File: src/rtl/gray_event_counter_if.sv
// Event-counter bus: event qualifier, direction and clear toward the counter;
// registered Gray state, binary count and terminal-count pulse back.
interface gray_event_counter_if #(
    parameter int WIDTH = 3
);
    logic             in_i;
    logic             dir_i;
    logic             clr_i;
    logic [WIDTH-1:0] state_o;
    logic [WIDTH-1:0] count_o;
    logic             op_o;

    modport master (
        output in_i, dir_i, clr_i,
        input  state_o, count_o, op_o
    );

    modport slave (
        input  in_i, dir_i, clr_i,
        output state_o, count_o, op_o
    );
endinterface

File: src/rtl/gray_event_counter.sv
// Gray-coded up/down event counter, modulo MODULUS, with a one-cycle
// terminal-count pulse on every wrap. The Gray state is registered alongside
// the binary count so it can be sampled safely from another clock domain.
// Optional macro GRAY_COUNTER_CONSECUTIVE_EN: an idle cycle (in=0) clears the
// count, turning the block into a run-length detector for consecutive events.
module gray_event_counter #(
    parameter int WIDTH   = 3,
    parameter int MODULUS = 8
) (
    input  logic                  clk,
    input  logic                  rst_n,
    gray_event_counter_if.slave   bus
);

    if (WIDTH < 2 || WIDTH > 16 || MODULUS < 2 || MODULUS > (2 ** WIDTH)) begin : g_param_check
        $error("gray_event_counter: WIDTH must be 2..16 and MODULUS 2..2**WIDTH");
    end

    localparam logic [WIDTH-1:0] LAST   = WIDTH'(MODULUS - 1);
    // One bit wider than the count so the range check never degenerates
    // into a constant comparison when MODULUS == 2**WIDTH.
    localparam logic [WIDTH:0]   LAST_X = (WIDTH + 1)'(MODULUS - 1);

    logic [WIDTH-1:0] count_q, count_d;
    logic [WIDTH-1:0] state_q, state_d;
    logic             op_q, op_d;
    logic             illegal;

    assign illegal = ({1'b0, count_q} > LAST_X);

    // Next count and terminal pulse: clear, then recovery, then counting.
    always_comb begin
        count_d = count_q;
        op_d    = 1'b0;
        if (bus.clr_i) begin
            count_d = '0;
        end else if (illegal) begin
            count_d = '0;
        end else if (bus.in_i) begin
            if (bus.dir_i) begin
                if (count_q == LAST) begin
                    count_d = '0;
                    op_d    = 1'b1;
                end else begin
                    count_d = count_q + WIDTH'(1);
                end
            end else begin
                if (count_q == '0) begin
                    count_d = LAST;
                    op_d    = 1'b1;
                end else begin
                    count_d = count_q - WIDTH'(1);
                end
            end
        end
`ifdef GRAY_COUNTER_CONSECUTIVE_EN
        else begin
            count_d = '0;
        end
`endif
        state_d = count_d ^ (count_d >> 1);
    end

    // Count, Gray state and pulse all update on the same edge.
    always_ff @(posedge clk or negedge rst_n) begin
        if (!rst_n) begin
            count_q <= '0;
            state_q <= '0;
            op_q    <= 1'b0;
        end else begin
            count_q <= count_d;
            state_q <= state_d;
            op_q    <= op_d;
        end
    end

    assign bus.count_o = count_q;
    assign bus.state_o = state_q;
    assign bus.op_o    = op_q;

endmodule
File: src/flat_wrapper.sv
// flat-port wrapper written by rule: the top's interface ports become plain ports
module gray_event_counter_flat 
#(
    parameter int WIDTH   = 3,
    parameter int MODULUS = 8
)
  (clk, rst_n, bus_in_i, bus_dir_i, bus_clr_i, bus_state_o, bus_count_o, bus_op_o);
  gray_event_counter_if #(.WIDTH(WIDTH)) bus_i ();
  input  logic clk;
  input  logic rst_n;
  input wire logic [$bits(bus_i.in_i)-1:0] bus_in_i;
  input wire logic [$bits(bus_i.dir_i)-1:0] bus_dir_i;
  input wire logic [$bits(bus_i.clr_i)-1:0] bus_clr_i;
  output wire logic [$bits(bus_i.state_o)-1:0] bus_state_o;
  output wire logic [$bits(bus_i.count_o)-1:0] bus_count_o;
  output wire logic [$bits(bus_i.op_o)-1:0] bus_op_o;
  assign bus_i.in_i = bus_in_i;
  assign bus_i.dir_i = bus_dir_i;
  assign bus_i.clr_i = bus_clr_i;
  assign bus_state_o = bus_i.state_o;
  assign bus_count_o = bus_i.count_o;
  assign bus_op_o = bus_i.op_o;
  gray_event_counter #(.WIDTH(WIDTH), .MODULUS(MODULUS)) u_core (.clk(clk), .rst_n(rst_n), .bus(bus_i));
endmodule
File: config.mk
export PLATFORM = sky130hd
export DESIGN_NAME = gray_event_counter_flat
export DESIGN_NICKNAME = d
export VERILOG_FILES = /design/src/rtl/gray_event_counter_if.sv /design/src/rtl/gray_event_counter.sv /design/src/flat_wrapper.sv
export SDC_FILE = /design/constraint.sdc
export NUM_CORES = 1
export LEC_CHECK = 0
export CAP_MARGIN = 40
export CORE_AREA = 3 3 40 42
export CTS_BUF_LIST = sky130_fd_sc_hd__clkbuf_8
export DETAILED_ROUTE_END_ITERATION = 10
export DIE_AREA = 0 0 43 45
export HOLD_SLACK_MARGIN = 0.06
export PLACE_DENSITY = 0.47
export SLEW_MARGIN = 20
export SYNTH_ARGS = -nofsm -noshare
export SYNTH_HDL_FRONTEND = slang
export SYNTH_SLANG_ARGS = --single-unit
File: constraint.sdc
create_clock -name clk -period 2.57 [get_ports clk]
set_input_delay 0.3855 -clock clk [delete_from_list [all_inputs] [get_ports clk]]
set_output_delay 0.3855 -clock clk [all_outputs]
set_load 0.1 [all_outputs]
# Yosys cells after proc, flatten, opt, wreduce, memory -nomap -nowiden
# Index checks and enable logic that the tools add are counted.
# classes
n_addsub	2
eq_ne	1
n_mux	10
bitwise	1
n_reduce_logical	1
# ops
op	n
$mux W3	5
$mux W1	5
$add A3 B1 Y3 const B	1
$eq A3 B3 Y1 const B	1
$logic_not A3 Y1	1
$sub A3 B1 Y3 const B	1
$xor A3 B2 Y3	1
# word_totals
reg_bits	7
in_bits	5
output_inout_bits	7
wordCells	18

# Depth between registers and ports, before layout
# Gate-level depths: netlist of run 1.
# logic_depth
ltp_word	6
mapped_depth	6

# Worst setup path after synthesis of run 1
# Ideal clock, no wire load.
# synth_path
path_type	flip-flop to flip-flop
start	register u_core.count_q[0] (netlist: u_core.bus.count_o[0])
end	register u_core.state_q[1] (netlist: u_core.bus.state_o[1])
setup_ns	0.079
arrival_time_ns	2.098
required_time_ns	2.491
path_slack_ns	0.393
path_stages_with_launch	7
path_buffers	0
period_less_slack_ns	2.177
cell_sequence	dfrtp_1 -> inv_1 -> ha_1 -> a21oi_1 -> o31ai_1 -> a311oi_1 -> xor2_1
# synth_between
elab_chain_len	6
# synth_lines
element	line	rtl
from (decl)	gray_event_counter.sv:24	logic [WIDTH-1:0] count_q, count_d;
from (signal assigned)	gray_event_counter.sv:71	count_q <= count_d;
$sub A3 B1 Y3 (tied with other cells)	gray_event_counter.sv:52	count_d = count_q - WIDTH'(1);
$mux W3, on equally long branches	gray_event_counter.sv:48, gray_event_counter.sv:41	
$mux W3 *	gray_event_counter.sv:40	if (bus.dir_i) begin
$mux W3 *	gray_event_counter.sv:39	end else if (bus.in_i) begin
$mux W3 *	gray_event_counter.sv:35	if (bus.clr_i) begin
net u_core.count_d[2]	gray_event_counter.sv:24	
$xor A3 B2 Y3 *	gray_event_counter.sv:61	state_d = count_d ^ (count_d >> 1);
net u_core.state_d[1]	gray_event_counter.sv:25	logic [WIDTH-1:0] state_q, state_d;
to (signal assigned)	gray_event_counter.sv:72	state_q <= state_d;
to (decl)	gray_event_counter.sv:25	
# Mark *: on every way through the listed nets, which the timed path passes. The rest lies on a longest branch.

# Worst setup path in the final report of run 1
# layout_path
start	input port bus_dir_i
end	register u_core.state_q[0] (netlist: u_core.bus.state_o[0])
# layout_between
elab_chain_len	4
# layout_lines
element	line	rtl
from (decl)	flat_wrapper.sv:12	input wire logic [$bits(bus_i.dir_i)-1:0] bus_dir_i;
$mux W3	gray_event_counter.sv:40	
$mux W3	gray_event_counter.sv:39	
$mux W3	gray_event_counter.sv:35	
net u_core.count_d[0]	gray_event_counter.sv:24	
$xor A3 B2 Y3	gray_event_counter.sv:61	
net u_core.state_d[0]	gray_event_counter.sv:25	
# The timed path passes the listed nets, and every way through them passes these cells.

==> out/results.ini, run 1 <==
[clocking]
cts.sinks=6
cts_tree=yes
clk_path_buf_depth=2
ctsRootBufferMaster=clkbuf_8
postCtsResizedCells=0
numCtsBuffers=3
clkLatencyLatePin_ns=0.22
clk_pin_slew_worst_paths_ns=0.04
hold_buffers=0
htreeDepth=1
postCtsSetupRepairBufs=0

[synth]
synth_top_family_by_area=adder cells
synth_cell_type_count=15
synth_nets=38
synth_area_per_cell_um2=11.4
syn_area_um2=330
ys_ff_latch=6
post_synth_inst_count=29
synthAdderAreaFrac=0.152
seq_area_frac_synth=0.455
synth_compound_area_frac=0.140
yosys.area_share.xor_xnor=0.0795
synthSimpleGateAreaFrac=0.0985
synthMuxAreaShare=0.0303
yosysWarnings=0

[sta]
final.min_clock_period_ns=1.68
fmax_mhz=594
finalSetupViolations=0
drv_slew=0
tns_ns=0
period_share=0.655
setup_ws_ns=0.886
maxSlewHeadroom=0.734
worst_pin_slew_ns=0.396
hold_viol=0
rsz0062_at_grt=false
fin_worst_skew_ns=0.00187

[global_routing]
grt_pass1_vias=269
grt_use_total=0.0865
grt_max_degree=8
antenna_found_initial=0
grt_pass1_wl_mm=1.10
grt_overflow_total=0

[worst_setup_path]
worst_path_max_delay_cell=clkdlybuf4s50_1
cp_data_arrival_time_ns=1.82
cp-start-kind=input port
path_cells=clkdlybuf4s50_1 -> or3b_4 -> a311oi_2 -> xor2_1
critPathKind=input port to register
end_kind=register
max_stage_delay_ns=0.49
path_max_fanout=5
worstPathRequired_ns=2.71

[power]
power_uw=422
ir_drop_mv=0.247
p_leak_uw=0.000232
power_density_mw_per_mm2=888

[placed_design]
io_buffers=11
pre_cts_ws_ns=0.631
place.gp.congestion=0.830
place_area_um2=434

[final_layout]
diodes=0
drive_above_1_share=0.286
syn_to_final_growth_pct=43.9
nNetsFinal=53
final_area_um2=475

[drt]
num_vias=251
drt_wl_total_um=661
firstDrtPassIters=2
wire_per_inst_um=11.6
vias_per_cell=4.40
ant_nets=0
first_iter_violations=5
drc=0

[floorplanning]
ios=12
start_util=0.257
rows=13
core_area_mm2=0.00128
fp.dieH_um=45
die_area_mm2=0.00194
die_w_um=43

[status]
outcome=finished, final reports clean

[flow_run]
drv_cap=0

[hold_path]
min_path_type=input port to async pin

==> state kept, by name, summed over array words and instances, names as in the netlist <==
register,flops
u_core.bus.op_o,1
u_core.bus.state_o,2
u_core.bus.count_o,3
==> placed cells by master (no fill, tap or decap), types with 2 or more instances in the layout <==
cell type,n
clkdlybuf4s50_1,4
buf_4,7
nor2_1,2
ha_1,4
clkbuf_8,3
dfrtp_1,6
xor2_1,2
nand2_1,2
a21oi_1,3
inv_1,2
==> through the flow <==
step	std cells	utilization	hold WS [ns]
4_1_cts	57	0.370	0.404
6_report	57	0.370	0.400
3_5_place_dp	54	0.338	0.615
3_3_place_gp	54	0.338	0.617
5_1_grt	57	0.370	0.416
2_1_floorplan	29	-	0.0899
==> cells by family (layout without fill, tap and decap cells) <==
| group | after synthesis | in the layout |
|---|---|---|
| flops | 6 | 6 |
| xor+xnor | 3 | 3 |
| mux | 1 | 1 |
| buf+inv | 3 | 16 |
| simple gates | 6 | 6 |
| fa+ha+maj | 4 | 4 |
| compound gates | 6 | 6 |
==> cell usage after synthesis <==
library cell	instances	area, µm²
a21oi_1	3	15.0
a311oi_1	1	8.76
a311oi_2	1	15.0
buf_4	1	7.51
dfrtp_1	6	150
ha_1	4	50.1
inv_1	2	7.51
mux2i_1	1	10.0
nand2_1	2	7.51
nand2b_1	1	6.26
nor2_1	2	7.51
o31ai_1	1	7.51
or3b_4	1	11.3
xnor2_1	1	8.76
xor2_1	2	17.5
==> power by group <==
group / switching [µW] / internal, µW / leakage, µW
combinational: 127 / 40.9 / 0.000132
clock: 37.6 / 100 / 0.0000216
sequential: 8.97 / 107 / 0.0000777
==> layout make-up <==
| class | instances | area, µm² |
|---|---|---|
| fillers | 133 | 810 |
| repair buffers | 11 | 92.6 |
| multi-input cells | 20 | 165 |
| well taps | 15 | 18.8 |
| inverters | 2 | 7.51 |
| clock buffers | 3 | 41.3 |
| flip-flops and latches | 6 | 150 |
==> critical path: cells and delay by family <==
kind | cells | cell delay, ns
simple gates | 1 | 0.44
buf+inv | 1 | 0.49
xor+xnor | 1 | 0.18
compound gates | 1 | 0.32
==> metal layers <==
layer,part of all wire,GRT usage,vias up
met5,0,0,-
met4,0,0.108,0
met3,0.074,0.0319,0
met2,0.52,0.129,9
met1,0.40,0.0840,115
li1,-,-,127
==> path summary, 6_finish.rpt <==
path,start,endpoint,cells after the start,slack (ns)
setup / recovery,bus_dir_i,u_core.bus.state_o[0]$_DFF_PN0_,4,0.89
hold / removal,rst_n,u_core.bus.count_o[2]$_DFF_PN0_,1,0.40
setup reg to reg,u_core.bus.count_o[0]$_DFF_PN0_,u_core.bus.state_o[0]$_DFF_PN0_,5,0.90
hold reg to reg,u_core.bus.count_o[0]$_DFF_PN0_,u_core.bus.count_o[0]$_DFF_PN0_,1,0.62
max in group asynchronous,rst_n,u_core.bus.state_o[0]$_DFF_PN0_,1,1.97
min in group clk,u_core.bus.count_o[0]$_DFF_PN0_,u_core.bus.count_o[0]$_DFF_PN0_,1,0.62
Power figures use the tool's default switching activity.
==> inputs of run 2 (changes only) <==
==> constraint.sdc (replaced) <==
create_clock -name clk -period 1.73 [get_ports clk]
set_input_delay 0.2595 -clock clk [delete_from_list [all_inputs] [get_ports clk]]
set_output_delay 0.2595 -clock clk [all_outputs]
set_load 0.1 [all_outputs]
==> run 2 against run 1 <==
Register-to-register slack worse by 0.85 ns. Utilization up 11 points. Sequential share of layout area shrank 5.9 points. First-iteration DRC count fell by 80%. Critical path depth grew 1. Die area stayed put. Combinational power rose by 88%. Largest power group unchanged. Sequential power increased by 65%. Cell count rose by 3.5%. Highest routed layer is now met4. Largest cell class unchanged. Worst hold slack worse by 0.13 ns.
==> out/results.ini, run 2 (same netlist as run 1, synthesis figures left out) <==
[status]
outcome=finished, final reports clean  ; unchanged

[final_layout]
drive_above_1_share=0.455  ; was 0.286
layout_commonest_cell=buf_12  ; was buf_4
utilization=0.481  ; was 0.370
syn_to_final_growth_pct=87.1  ; was 43.9%
largest_reg_flops=3  ; unchanged
final_cell_mix=buf_12 (7), clkdlybuf4s50_1 (4)  ; was buf_4 (7), dfrtp_1 (6), ha_1 (4), clkdlybuf4s50_1 (4)
nNetsFinal=54  ; was 53
diodes=0  ; unchanged

[power]
p_switching_uw=283  ; was 174 µW
switching_share=0.394  ; was 0.412
power_frac_seq=0.266  ; was 0.274
internal_power_uw=435  ; was 248 µW
p_leak_uw=0.000266  ; was 0.000232 µW
power_uw=718  ; was 422 µW
ir_drop_mv=0.413  ; was 0.247 mV
power_density_mw_per_mm2=1160  ; was 888 mW/mm²
pwr-share-comb=0.440  ; was 0.399
pwr-share-clk=0.295  ; was 0.327

[flow_run]
drv_cap=0  ; unchanged

[drt]
firstDrtPassIters=2  ; unchanged
drt_wl_total_um=715  ; was 661 µm
wire_per_inst_um=12.1  ; was 11.6 µm
num_vias=272  ; was 251
drc=0  ; unchanged
first_iter_violations=1  ; was 5
vias_per_cell=4.61  ; was 4.40
ant_nets=0  ; unchanged

[worst_setup_path]
path_cells=inv_4 -> ha_4 -> or3b_4 -> a311oi_4 -> xor2_1  ; was clkdlybuf4s50_1 -> or3b_4 -> a311oi_2 -> xor2_1
end_kind=register  ; unchanged
path_max_fanout=5  ; unchanged
crit_family=flip-flops  ; was buffers and inverters
worstPathRequired_ns=1.88  ; was 2.71 ns
cp-start-kind=register  ; was input port
critPathKind=register to register  ; was input port to register
max_stage_delay_ns=0.53  ; was 0.49 ns
crit_buf_inv=1  ; unchanged
cp_data_arrival_time_ns=1.82  ; about the same
worst_path_max_delay_cell=dfrtp_4  ; was clkdlybuf4s50_1

[floorplanning]
fp.dieH_um=45  ; unchanged
die_area_mm2=0.00194  ; unchanged
core_area_mm2=0.00128  ; unchanged
rows=13  ; unchanged
ios=12  ; unchanged
start_util=0.257  ; unchanged
die_w_um=43  ; unchanged

[clocking]
ctsRootBufferMaster=clkbuf_8  ; unchanged
clk_pin_slew_worst_paths_ns=0.04  ; about the same
htreeDepth=1  ; unchanged
hold_buffers=0  ; unchanged
clkLatencyLatePin_ns=0.22  ; about the same
postCtsSetupRepairBufs=0  ; unchanged
numCtsBuffers=3  ; unchanged
cts_tree=yes  ; unchanged
cts.sinks=6  ; unchanged
clk_path_buf_depth=2  ; unchanged

[sta]
fmax_mhz=596
period_share=0.970
finalSetupViolations=0  ; unchanged
maxSlewHeadroom=0.794  ; was 0.734
fin_worst_skew_ns=0.00255  ; was 0.00187 ns
drv_slew=0  ; unchanged
rsz0062_at_grt=true  ; was false
hold_viol=0  ; unchanged
worst_pin_slew_ns=0.308  ; was 0.396 ns
final.min_clock_period_ns=1.68

[placed_design]
io_buffers=11  ; unchanged
dp_hpwl_um=528
place.gp.congestion=0.677  ; was 0.830

[global_routing]
grt_pass1_vias=287  ; was 269
grt_max_degree=8  ; unchanged
grt_pass1_wl_mm=1.08  ; was 1.10 mm
grt_use_total=0.0822  ; was 0.0865
grt_overflow_total=0  ; unchanged
antenna_found_initial=0  ; unchanged

[hold_path]
min_path_type=input port to async pin  ; unchanged

## run 2: cell types whose count changed in the layout (fill, tap and decap cells not counted), sizes merged
cell  before  now
buf        7    8
inv        2    3
## run 2: layer usage
layer / GRT usage / vias to the layer above / part of all wire
met2: 0.138 / 14 / 0.53
li1: - / 129 / -
met4: 0.0904 / 0 / 0.034
met3: 0.0239 / 2 / 0.062
met1: 0.0764 / 127 / 0.37
met5: 0 / - / 0
## run 2: power groups by stage
stage | clock (µW) | sequential (µW) | combinational, µW
floorplan | 0 | 308 | 74.0
global placement | 0 | 192 | 310
detailed placement | 0 | 192 | 313
CTS | 213 | 191 | 313
global route | 226 | 193 | 329
finish | 211 | 191 | 315
## run 2: repair_timing
action / in CTS / in global routing
gates resized for setup: 0 / 1
endpoints found under the hold margin: 0 / 0
setup endpoints to repair: 0 / 2
## run 2: metrics by stage
stage,hold WS (ns),cells,setup TNS (ns),setup WS [ns],area (µm²)
after floorplan,-0.0361,29,0,0.00810,363
after global placement,0.507,55,0,0.0766,562
after detailed placement,0.512,55,0,0.0457,562
after CTS,0.280,59,0,0.0621,607
after global routing,0.292,59,-0.0290,-0.0288,618
final,0.271,59,0,0.0511,618
## run 2: final timing paths
kind | start | to | slack (ns) | cells past startpoint
worst max-delay path | u_core.bus.count_o[0]$_DFF_PN0_ | u_core.bus.state_o[0]$_DFF_PN0_ | 0.05 | 5
worst min-delay path | rst_n | u_core.bus.count_o[1]$_DFF_PN0_ | 0.27 | 1
worst max register to register | u_core.bus.count_o[0]$_DFF_PN0_ | u_core.bus.state_o[0]$_DFF_PN0_ | 0.05 | 5
worst min register to register | u_core.bus.count_o[0]$_DFF_PN0_ | u_core.bus.count_o[0]$_DFF_PN0_ | 0.66 | 1
max in group asynchronous | rst_n | u_core.bus.count_o[0]$_DFF_PN0_ | 1.23 | 1
min in group clk | u_core.bus.count_o[0]$_DFF_PN0_ | u_core.bus.count_o[0]$_DFF_PN0_ | 0.66 | 1
## run 2: layout make-up
class	instances	area [µm²]
repair buffers	12	188
clock buffers	3	41.3
inverters	2	12.5
fillers	120	667
well taps	15	18.8
flip-flops and latches	6	159
multi-input cells	20	195
clock inverters	1	3.75
